### src/rtl/pulse_shift_config_loader_if.sv
// Host-side and serial-side signal bundle for the pulse shift config loader.
// master: host/bench drives delay selects and load; slave: the loader.
interface pulse_shift_config_loader_if;
  logic [4:0] inDelayX;
  logic [4:0] inDelayY;
  logic       inLoad;
  logic       outDataClock;
  logic       outData;
  logic       outBusy;
  logic       outDone;
  logic [4:0] outLoadedX;
  logic [4:0] outLoadedY;
  logic       outLoadedValid;

  modport master (
    output inDelayX, inDelayY, inLoad,
    input  outDataClock, outData, outBusy, outDone,
    input  outLoadedX, outLoadedY, outLoadedValid
  );

  modport slave (
    input  inDelayX, inDelayY, inLoad,
    output outDataClock, outData, outBusy, outDone,
    output outLoadedX, outLoadedY, outLoadedValid
  );
endinterface

### src/rtl/pulse_shift_config_loader.sv
// Shifts a 10-bit {Y,X} delay word LSB-first on a generated serial clock.
// Ports: Clock, nReset (async low), bus (slave: load in, serial/status out).
module pulse_shift_config_loader #(
  parameter int CLK_DIV = 4
) (
  input  logic Clock,
  input  logic nReset,
  pulse_shift_config_loader_if.slave bus
);

  typedef enum logic [1:0] {
    IDLE,
    LOW,
    HIGH
  } state_t;

  localparam logic [7:0] PhLast  = 8'(CLK_DIV - 1);
  localparam logic [3:0] BitLast = 4'd9;

  state_t     state;
  logic [7:0] phaseCnt;
  logic [3:0] bitCnt;
  logic [9:0] frameWord;
  logic [9:0] pendWord;
  logic       pendValid;

  logic [9:0] inWord;
  logic       phaseEnd;
  logic [3:0] nextBit;

  assign inWord   = {bus.inDelayY, bus.inDelayX};
  assign phaseEnd = (phaseCnt == PhLast);
  assign nextBit  = bitCnt + 4'd1;

  always_ff @(posedge Clock or negedge nReset) begin
    if (!nReset) begin
      state              <= IDLE;
      phaseCnt           <= '0;
      bitCnt             <= '0;
      frameWord          <= '0;
      pendWord           <= '0;
      pendValid          <= 1'b0;
      bus.outDataClock   <= 1'b0;
      bus.outData        <= 1'b0;
      bus.outBusy        <= 1'b0;
      bus.outDone        <= 1'b0;
      bus.outLoadedX     <= '0;
      bus.outLoadedY     <= '0;
      bus.outLoadedValid <= 1'b0;
    end else begin
      bus.outDone <= 1'b0;
      unique case (state)
        IDLE: begin
          if (bus.inLoad) begin
            frameWord   <= inWord;
            bus.outData <= inWord[0];
            bus.outBusy <= 1'b1;
            phaseCnt    <= '0;
            bitCnt      <= '0;
            state       <= LOW;
          end
        end
        LOW: begin
          if (bus.inLoad) begin
            pendWord  <= inWord;
            pendValid <= 1'b1;
          end
          if (phaseEnd) begin
            phaseCnt         <= '0;
            bus.outDataClock <= 1'b1;
            state            <= HIGH;
          end else begin
            phaseCnt <= phaseCnt + 8'd1;
          end
        end
        HIGH: begin
          if (bus.inLoad) begin
            pendWord  <= inWord;
            pendValid <= 1'b1;
          end
          if (phaseEnd) begin
            phaseCnt         <= '0;
            bus.outDataClock <= 1'b0;
            state            <= LOW;
            if (bitCnt == BitLast) begin
              bus.outDone        <= 1'b1;
              bus.outLoadedX     <= frameWord[4:0];
              bus.outLoadedY     <= frameWord[9:5];
              bus.outLoadedValid <= 1'b1;
              bitCnt             <= '0;
              // A load on the completion edge is newer than the slot.
              pendValid          <= 1'b0;
              if (bus.inLoad) begin
                frameWord   <= inWord;
                bus.outData <= inWord[0];
              end else if (pendValid) begin
                frameWord   <= pendWord;
                bus.outData <= pendWord[0];
              end else begin
                bus.outBusy <= 1'b0;
                bus.outData <= 1'b0;
                state       <= IDLE;
              end
            end else begin
              bitCnt      <= nextBit;
              bus.outData <= frameWord[nextBit];
            end
          end else begin
            phaseCnt <= phaseCnt + 8'd1;
          end
        end
        default: state <= IDLE;
      endcase
    end
  end

endmodule

### src/flat_wrapper.sv
// flat-port wrapper written by rule: the top's interface ports become plain ports
module pulse_shift_config_loader_flat 
#(
  parameter int CLK_DIV = 4
)
  (Clock, nReset, bus_inDelayX, bus_inDelayY, bus_inLoad, bus_outDataClock, bus_outData, bus_outBusy, bus_outDone, bus_outLoadedX, bus_outLoadedY, bus_outLoadedValid);
  pulse_shift_config_loader_if bus_i ();
  input  logic Clock;
  input  logic nReset;
  input wire logic [$bits(bus_i.inDelayX)-1:0] bus_inDelayX;
  input wire logic [$bits(bus_i.inDelayY)-1:0] bus_inDelayY;
  input wire logic [$bits(bus_i.inLoad)-1:0] bus_inLoad;
  output wire logic [$bits(bus_i.outDataClock)-1:0] bus_outDataClock;
  output wire logic [$bits(bus_i.outData)-1:0] bus_outData;
  output wire logic [$bits(bus_i.outBusy)-1:0] bus_outBusy;
  output wire logic [$bits(bus_i.outDone)-1:0] bus_outDone;
  output wire logic [$bits(bus_i.outLoadedX)-1:0] bus_outLoadedX;
  output wire logic [$bits(bus_i.outLoadedY)-1:0] bus_outLoadedY;
  output wire logic [$bits(bus_i.outLoadedValid)-1:0] bus_outLoadedValid;
  assign bus_i.inDelayX = bus_inDelayX;
  assign bus_i.inDelayY = bus_inDelayY;
  assign bus_i.inLoad = bus_inLoad;
  assign bus_outDataClock = bus_i.outDataClock;
  assign bus_outData = bus_i.outData;
  assign bus_outBusy = bus_i.outBusy;
  assign bus_outDone = bus_i.outDone;
  assign bus_outLoadedX = bus_i.outLoadedX;
  assign bus_outLoadedY = bus_i.outLoadedY;
  assign bus_outLoadedValid = bus_i.outLoadedValid;
  pulse_shift_config_loader #(.CLK_DIV(CLK_DIV)) u_core (.Clock(Clock), .nReset(nReset), .bus(bus_i));
endmodule
### config.mk
export PLATFORM = sky130hd
export DESIGN_NAME = pulse_shift_config_loader_flat
export DESIGN_NICKNAME = d
export VERILOG_FILES = /design/src/rtl/pulse_shift_config_loader_if.sv /design/src/rtl/pulse_shift_config_loader.sv /design/src/flat_wrapper.sv
export SDC_FILE = /design/constraint.sdc
export NUM_CORES = 1
export LEC_CHECK = 0
export CAP_MARGIN = 25
export CORE_MARGIN = 2
export CORE_UTILIZATION = 63
export CTS_BUF_LIST = sky130_fd_sc_hd__clkbuf_2
export DETAILED_ROUTE_END_ITERATION = 8
export PLACE_DENSITY_LB_ADDON = 0.15
export SETUP_SLACK_MARGIN = 0.1
export SLEW_MARGIN = 20
export SYNTH_ARGS = -nofsm -noshare
export SYNTH_HDL_FRONTEND = slang
export SYNTH_SLANG_ARGS = --single-unit
export TNS_END_PERCENT = 30
### constraint.sdc
create_clock -name Clock -period 4.6 [get_ports Clock]
set_input_delay 0.46 -clock Clock [delete_from_list [all_inputs] [get_ports Clock]]
set_output_delay 0.46 -clock Clock [all_outputs]
set_load 0.05 [all_outputs]
==> results of run 1 <==
-- worst max-delay path by stage --
| stage | cells past startpoint | start | slack (ns) | endpoint |
|---|---|---|---|---|
| floorplan | 6 | u_core.phaseCnt[0] | 2.59 | u_core.bus.outLoadedX[1] |
| global placement | 4 | bus_inLoad | 2.10 | u_core.frameWord[5] |
| detailed placement | 4 | bus_inLoad | 2.05 | u_core.frameWord[2] |
| CTS | 5 | u_core.state[0] | 2.17 | u_core.frameWord[2] |
| global route | 5 | u_core.state[0] | 2.05 | u_core.frameWord[0] |
| finish | 5 | u_core.state[0] | 2.16 | u_core.frameWord[2] |
-- state kept, by name (all words and copies together), names as in the netlist --
signal                     count
u_core.frameWord              10
u_core.pendWord               10
u_core.phaseCnt                8
u_core.bus.outLoadedX          5
u_core.bus.outLoadedY          5
u_core.bitCnt                  4
u_core.state                   2
u_core.bus.outBusy             1
u_core.bus.outData             1
u_core.bus.outDataClock        1
u_core.bus.outDone             1
u_core.bus.outLoadedValid      1
u_core.pendValid               1
-- metal layers --
| layer | up-vias | global-route usage | routed length [um] |
|---|---|---|---|
| met2 | 36 | 0.380 | 2420 |
| li1 | 862 | - | - |
| met3 | 9 | 0.0559 | 177 |
| met1 | 872 | 0.317 | 2230 |
| met4 | 0 | 0.0825 | 90 |
| met5 | - | 0 | 0 |
-- stage by stage --
| stage | total power, mW | setup WS (ns) | std cells |
|---|---|---|---|
| floorplan | 1.04 | 2.59 | 219 |
| global placement | 1.17 | 2.10 | 291 |
| detailed placement | 1.19 | 2.05 | 291 |
| CTS | 1.42 | 2.17 | 299 |
| global route | 1.51 | 2.05 | 299 |
| finish | 1.41 | 2.16 | 299 |
-- worst max-delay path, cell delays in order, from the launching register on --
cell and delay [ns]:
dfrtp_1 0.48, inv_1 0.12, ha_1 0.40, nand2b_1 0.44
o2111ai_4 0.51, mux2_2 0.39
-- layout make-up --
cell class,count,area share
Clock buffer,7,0.0118
Timing Repair Buffer,28,0.0919
Inverter,5,0.00633
Tap cell,50,0.0211
Sequential cell,50,0.422
Clock inverter,1,0.0101
Multi-Input combinational cell,158,0.437
-- report_power, final --
part | internal (mW) | switching (mW)
logic | 0.254 | 0.282
registers | 0.558 | 0.0871
clock network | 0.0966 | 0.131
total | 0.908 | 0.500
-- cell usage in the layout (no fill, tap or decap), drive strengths merged, types with 4 or more instances in the layout --
cell           Yosys  routed
nor2              11      11
clkdlybuf4s50      0      26
nand2             15      15
nand2b             7       7
ha                 9       9
nor3               4       4
o21ai              9       9
mux2              42      42
nand3              5       5
mux2i              7       7
o2bb2ai            4       4
a21oi              7       7
dfrtp             50      50
inv                5       5
clkbuf             4       7
-- logic make-up after synthesis --
family / after synthesis / share of synthesized area
AOI/OAI and AO/OA: 33 / 0.0979
xor gates and xnor gates: 2 / 0.00675
adders and majority gates: 9 / 0.0434
buffers and inverters: 11 / 0.0178
DFF: 50 / 0.482
muxes: 50 / 0.218
and+or+nand+nor: 64 / 0.134
==> run metrics, run 1 <==
# diodes 0; die area about 4600 sq um; final setup TNS 0 ns; initial drt markers 126; via count 1779; Setup Crit Path Kind register to register; Hold Path Class input pin to asynchronous set/reset pin; Slew @ Worst Pin 0.651 ns; R2R Path Start u_core.state[0]; leak pwr 1.30 nW; Synth Register Bits 50; CTS tree yes; r2r endpoint u_core.frameWord[2]; Syn Area/Cell around 12 sq um; DRC Markers 0; slew margin rel. 0.562; Synth Warn # 0; Synth top area share 0.482; Final GP Congestion 0.819; worst path required time 4.93 ns; EDFF count, synth 0; Pwr Density about 470 nW/um^2; CP max FO 12; Pre-antenna DRT Iters 4; endpoints failing setup 0; wire per inst roughly 16 um; detailed-route wire length 4920 um; synthesized netlist cell count 219; CORE AREA 3970 sq um; maximum vdd drop 0.000264 V; fin util 0.747; first-pass GRT wire length about 8200 um; mapped cell area ~2600 sq um; initial antenna violation count 0; starting density of the core 0.653; post-route cell area around 3000 sq um; Vias/cell 5.95; total grt overflow 0; Die Ht 68.2 um; Num CTS Buffers 5; clk root buf clkbuf_2; Sequential cell area 1250 sq um; RSZ-0062 raised after global routing false; GRT Util Overall 0.237; H-tree Lvls 2; Die Span X 68.2 um; most frequent cell after synthesis dfrtp_1; nature of the critical path startpoint register; vias in the first global route around 1700; CTS sink cnt 50; postcts setup bufs 0; post-synth cell types 46; fill count 274; Synthesized Nets 241; cells taking the most area after synthesis dfrtp_1 48%, mux2_2 18%, ha_1 4.3%, mux2i_1 2.7%, nand2_1 2.2%; Area Overhead vs Synth 14.4%; final worst-path cycle share 0.531; R2R Setup Slk 2.16 ns; status completed; crit path DAT 2.77 ns; CTS max path bufs 2; row count 23; clk_lat worst skew 0.42 ns; Setup Skew around 0.015 ns; I/O Buffers 27; DP Wirelength 3600 um; Ports 28; clock input transition at the sequential cells of the worst setup and hold paths ~0.23 ns; minimum clock period 2.44 ns; Final Hold Viols 0; length in cells of the worst reg-to-reg path 5; Synth Flop Type dfrtp_1; Worst setup EP type register; Slew Viols, Final 0; fmax 0.409 GHz; Post-DP Area between 2000 and 3000 sq um; Net count, final between 200 and 300; Post-synth ARST share 1.00; post-CTS sizing 0; area of the multi-input gates between 1000 and 1500 sq um; Seq/Total Area, Yosys 0.482; Final ANT Viol Nets 0; pin count of the biggest net entering global routing 51; Max-Cap Viols 0; post-cts hold buffer count 0; Post-synth top cells 50 x dfrtp_1, 42 x mux2_2, 15 x nand2_1; cell taking the most area after synthesis dfrtp_1; layout cells sized above 1 0.237; worst hold slack around 0.093 ns
Power figures use the tool's default switching activity.
==> run 2, diff against run 1 <==
CORE_UTILIZATION = 53   (was 63)
clock period = 2.1 ns   (was 4.6 ns; I/O delays follow)
==> run 2 against run 1 <==
Net effect:
- first-iteration DRC count decreased by 4.0%
- flip-flop and latch count unchanged
- combinational power increased to 2.6 times the previous value
- wire length increased by 7.7%
- cell count increased by 13%
- register-to-register slack got worse by 2.0 ns
- sequential share of layout area decreased by 3.4 points
- utilization decreased by 6.4 points
- hold slack improved by 0.16 ns
- maximum frequency increased by 26%
- worst setup slack got worse by 2.0 ns
==> run metrics, run 2 (synthesis results as in run 1) <==
Slew Viols, Final 0; RSZ-0062 raised after global routing true; WL met3 168 um; pre-CTS WS 0.0255 ns; via count about 1900; H-tree Lvls 2; area of the multi-input gates between 1000 and 1500 sq um; final worst-path cycle share 0.922; fmax 0.516 GHz; initial drt markers 121; final setup TNS 0 ns; die area roughly 5500 sq um; Worst setup EP type register; DP Wirelength 3830 um; leak pwr 1.43 nW; Final Hold Viols 0; Die Span X 74.0 um; Final GP Congestion 0.843; row count 25; wire per inst 15.6 um; Pre-antenna DRT Iters 4; CORE AREA 4720 sq um; I/O Buffers 27; status completed; endpoints failing setup 0; met2 WL 2650 um; GRT Util Overall 0.217; commonest non-fill, non-tap cell in the layout dfrtp_1; wl on met1 2380 um; clk_lat worst skew around 0.43 ns; CTS tree yes; Net count, final 293; Ports 28; Sequential cell area 1250 sq um; CTS max path bufs 2; slew margin rel. 0.626; Area Overhead vs Synth 24.3%; nature of the critical path startpoint register; first-pass GRT wire length 9030 um; Setup Crit Path Kind register to register; starting density of the core 0.549; DRC Markers 0; CP max FO 10; clock input transition at the sequential cells of the worst setup and hold paths 0.24 ns; # diodes 0; total grt overflow 0; Setup WS post-layout 0.163 ns; Die Ht 74.0 um; commonest non-fill, non-tap cells in the layout 50 x dfrtp_1, 41 x mux2_2, 26 x clkdlybuf4s50_1; Max-Cap Viols 0; detailed-route wire length roughly 5300 um; Pwr Density 1010 nW/um^2; Hold Path Class input pin to asynchronous set/reset pin; fill count around 380; CTS sink cnt 50; Final ANT Viol Nets 0; crit path DAT about 2.3 ns; layout cells sized above 1 0.313; Setup Skew 0.0154 ns; Num CTS Buffers 5; max layer used met4; worst path required time 2.44 ns; clk root buf clkbuf_2; Largest regs u_core.frameWord (10), u_core.pendWord (10), u_core.phaseCnt (8); minimum clock period 1.94 ns; initial antenna violation count 0; vias in the first global route 1890; Vias/cell 5.59; pin count of the biggest net entering global routing 26; maximum vdd drop 0.000568 V; Slew @ Worst Pin between 0.5 and 0.6 ns
[run 2: changes by cell type in the layout (fill, tap and decap cells not counted), sizes merged]
| cell | change |
|---|---|
| clkinv | +2 |
| dlygate4sd3 | +1 |
| buf | +22 |
| clkbuf | -2 |
[run 2: report_power, final]
group	total, mW	internal (mW)	switching, mW
clock	0.496	0.197	0.299
sequential	1.39	1.22	0.172
combinational	1.37	0.701	0.672
total	3.26	2.12	1.14
[run 2: final timing paths]
path / startpoint / endpoint / slack (ns) / depth (start not counted)
setup / recovery: u_core.phaseCnt[5] / u_core.frameWord[2] / 0.16 / 5
hold / removal: nReset / u_core.phaseCnt[5] / 0.26 / 2
setup reg to reg: u_core.phaseCnt[5] / u_core.frameWord[2] / 0.16 / 5
hold reg to reg: u_core.bus.outLoadedValid / u_core.bus.outLoadedValid / 0.51 / 1
max in group asynchronous: nReset / u_core.bus.outLoadedY[3] / 1.21 / 3
min in group Clock: bus_inDelayY[0] / u_core.pendWord[5] / 0.40 / 2
[run 2: what timing repair did]
| item | in CTS | in global routing |
|---|---|---|
| endpoints found under the setup margin | 21 | 21 |
| pin swaps | 0 | 2 |
| hold buffers | 1 | 0 |
| buffers inserted | 2 | 2 |
| resized for setup | 2 | 5 |
| endpoints found under the hold margin | 23 | 0 |
[run 2: layout make-up]
| type | instances | share of cell area |
|---|---|---|
| multi-input cells | 158 | 0.409 |
| repair buffers | 51 | 0.151 |
| flip-flops and latches | 50 | 0.388 |
| well taps | 67 | 0.0260 |
| inverters | 5 | 0.00582 |
| clock inverters | 3 | 0.0124 |
| clock buffers | 5 | 0.00776 |
[run 2: critical path: stages (launching register included)]
cell and delay [ns]:
dfrtp_1 0.43, or4_4 0.59, o21ai_4 0.24, o2111ai_4 0.14, buf_12 0.17, mux2_2 0.26
[run 2: per-layer routing]
layer / vias to the layer above / track usage
met2: 38 / 0.347
met4: 0 / 0.0869
met3: 10 / 0.0461
met5: - / 0
met1: 942 / 0.292
li1: 904 / -
[run 2: stage by stage]
stage           util  hold slack, ns  power [mW]  area (sq um)  std cells
6_report       0.683           0.257        3.26          3220        339
4_1_cts        0.673           0.240        3.21          3180        337
3_3_place_gp   0.653           0.228        2.65          3080        326
5_1_grt        0.683           0.272        3.49          3220        339
3_5_place_dp   0.653           0.225        2.69          3080        326
2_1_floorplan      -         -0.0856        2.28          2600        219
==> run 3, diff against run 2 <==
GPL_TIMING_DRIVEN = 1   (was unset)
==> results of run 3 <==
Final layout, timing and power as in run 2 (identical DEF).
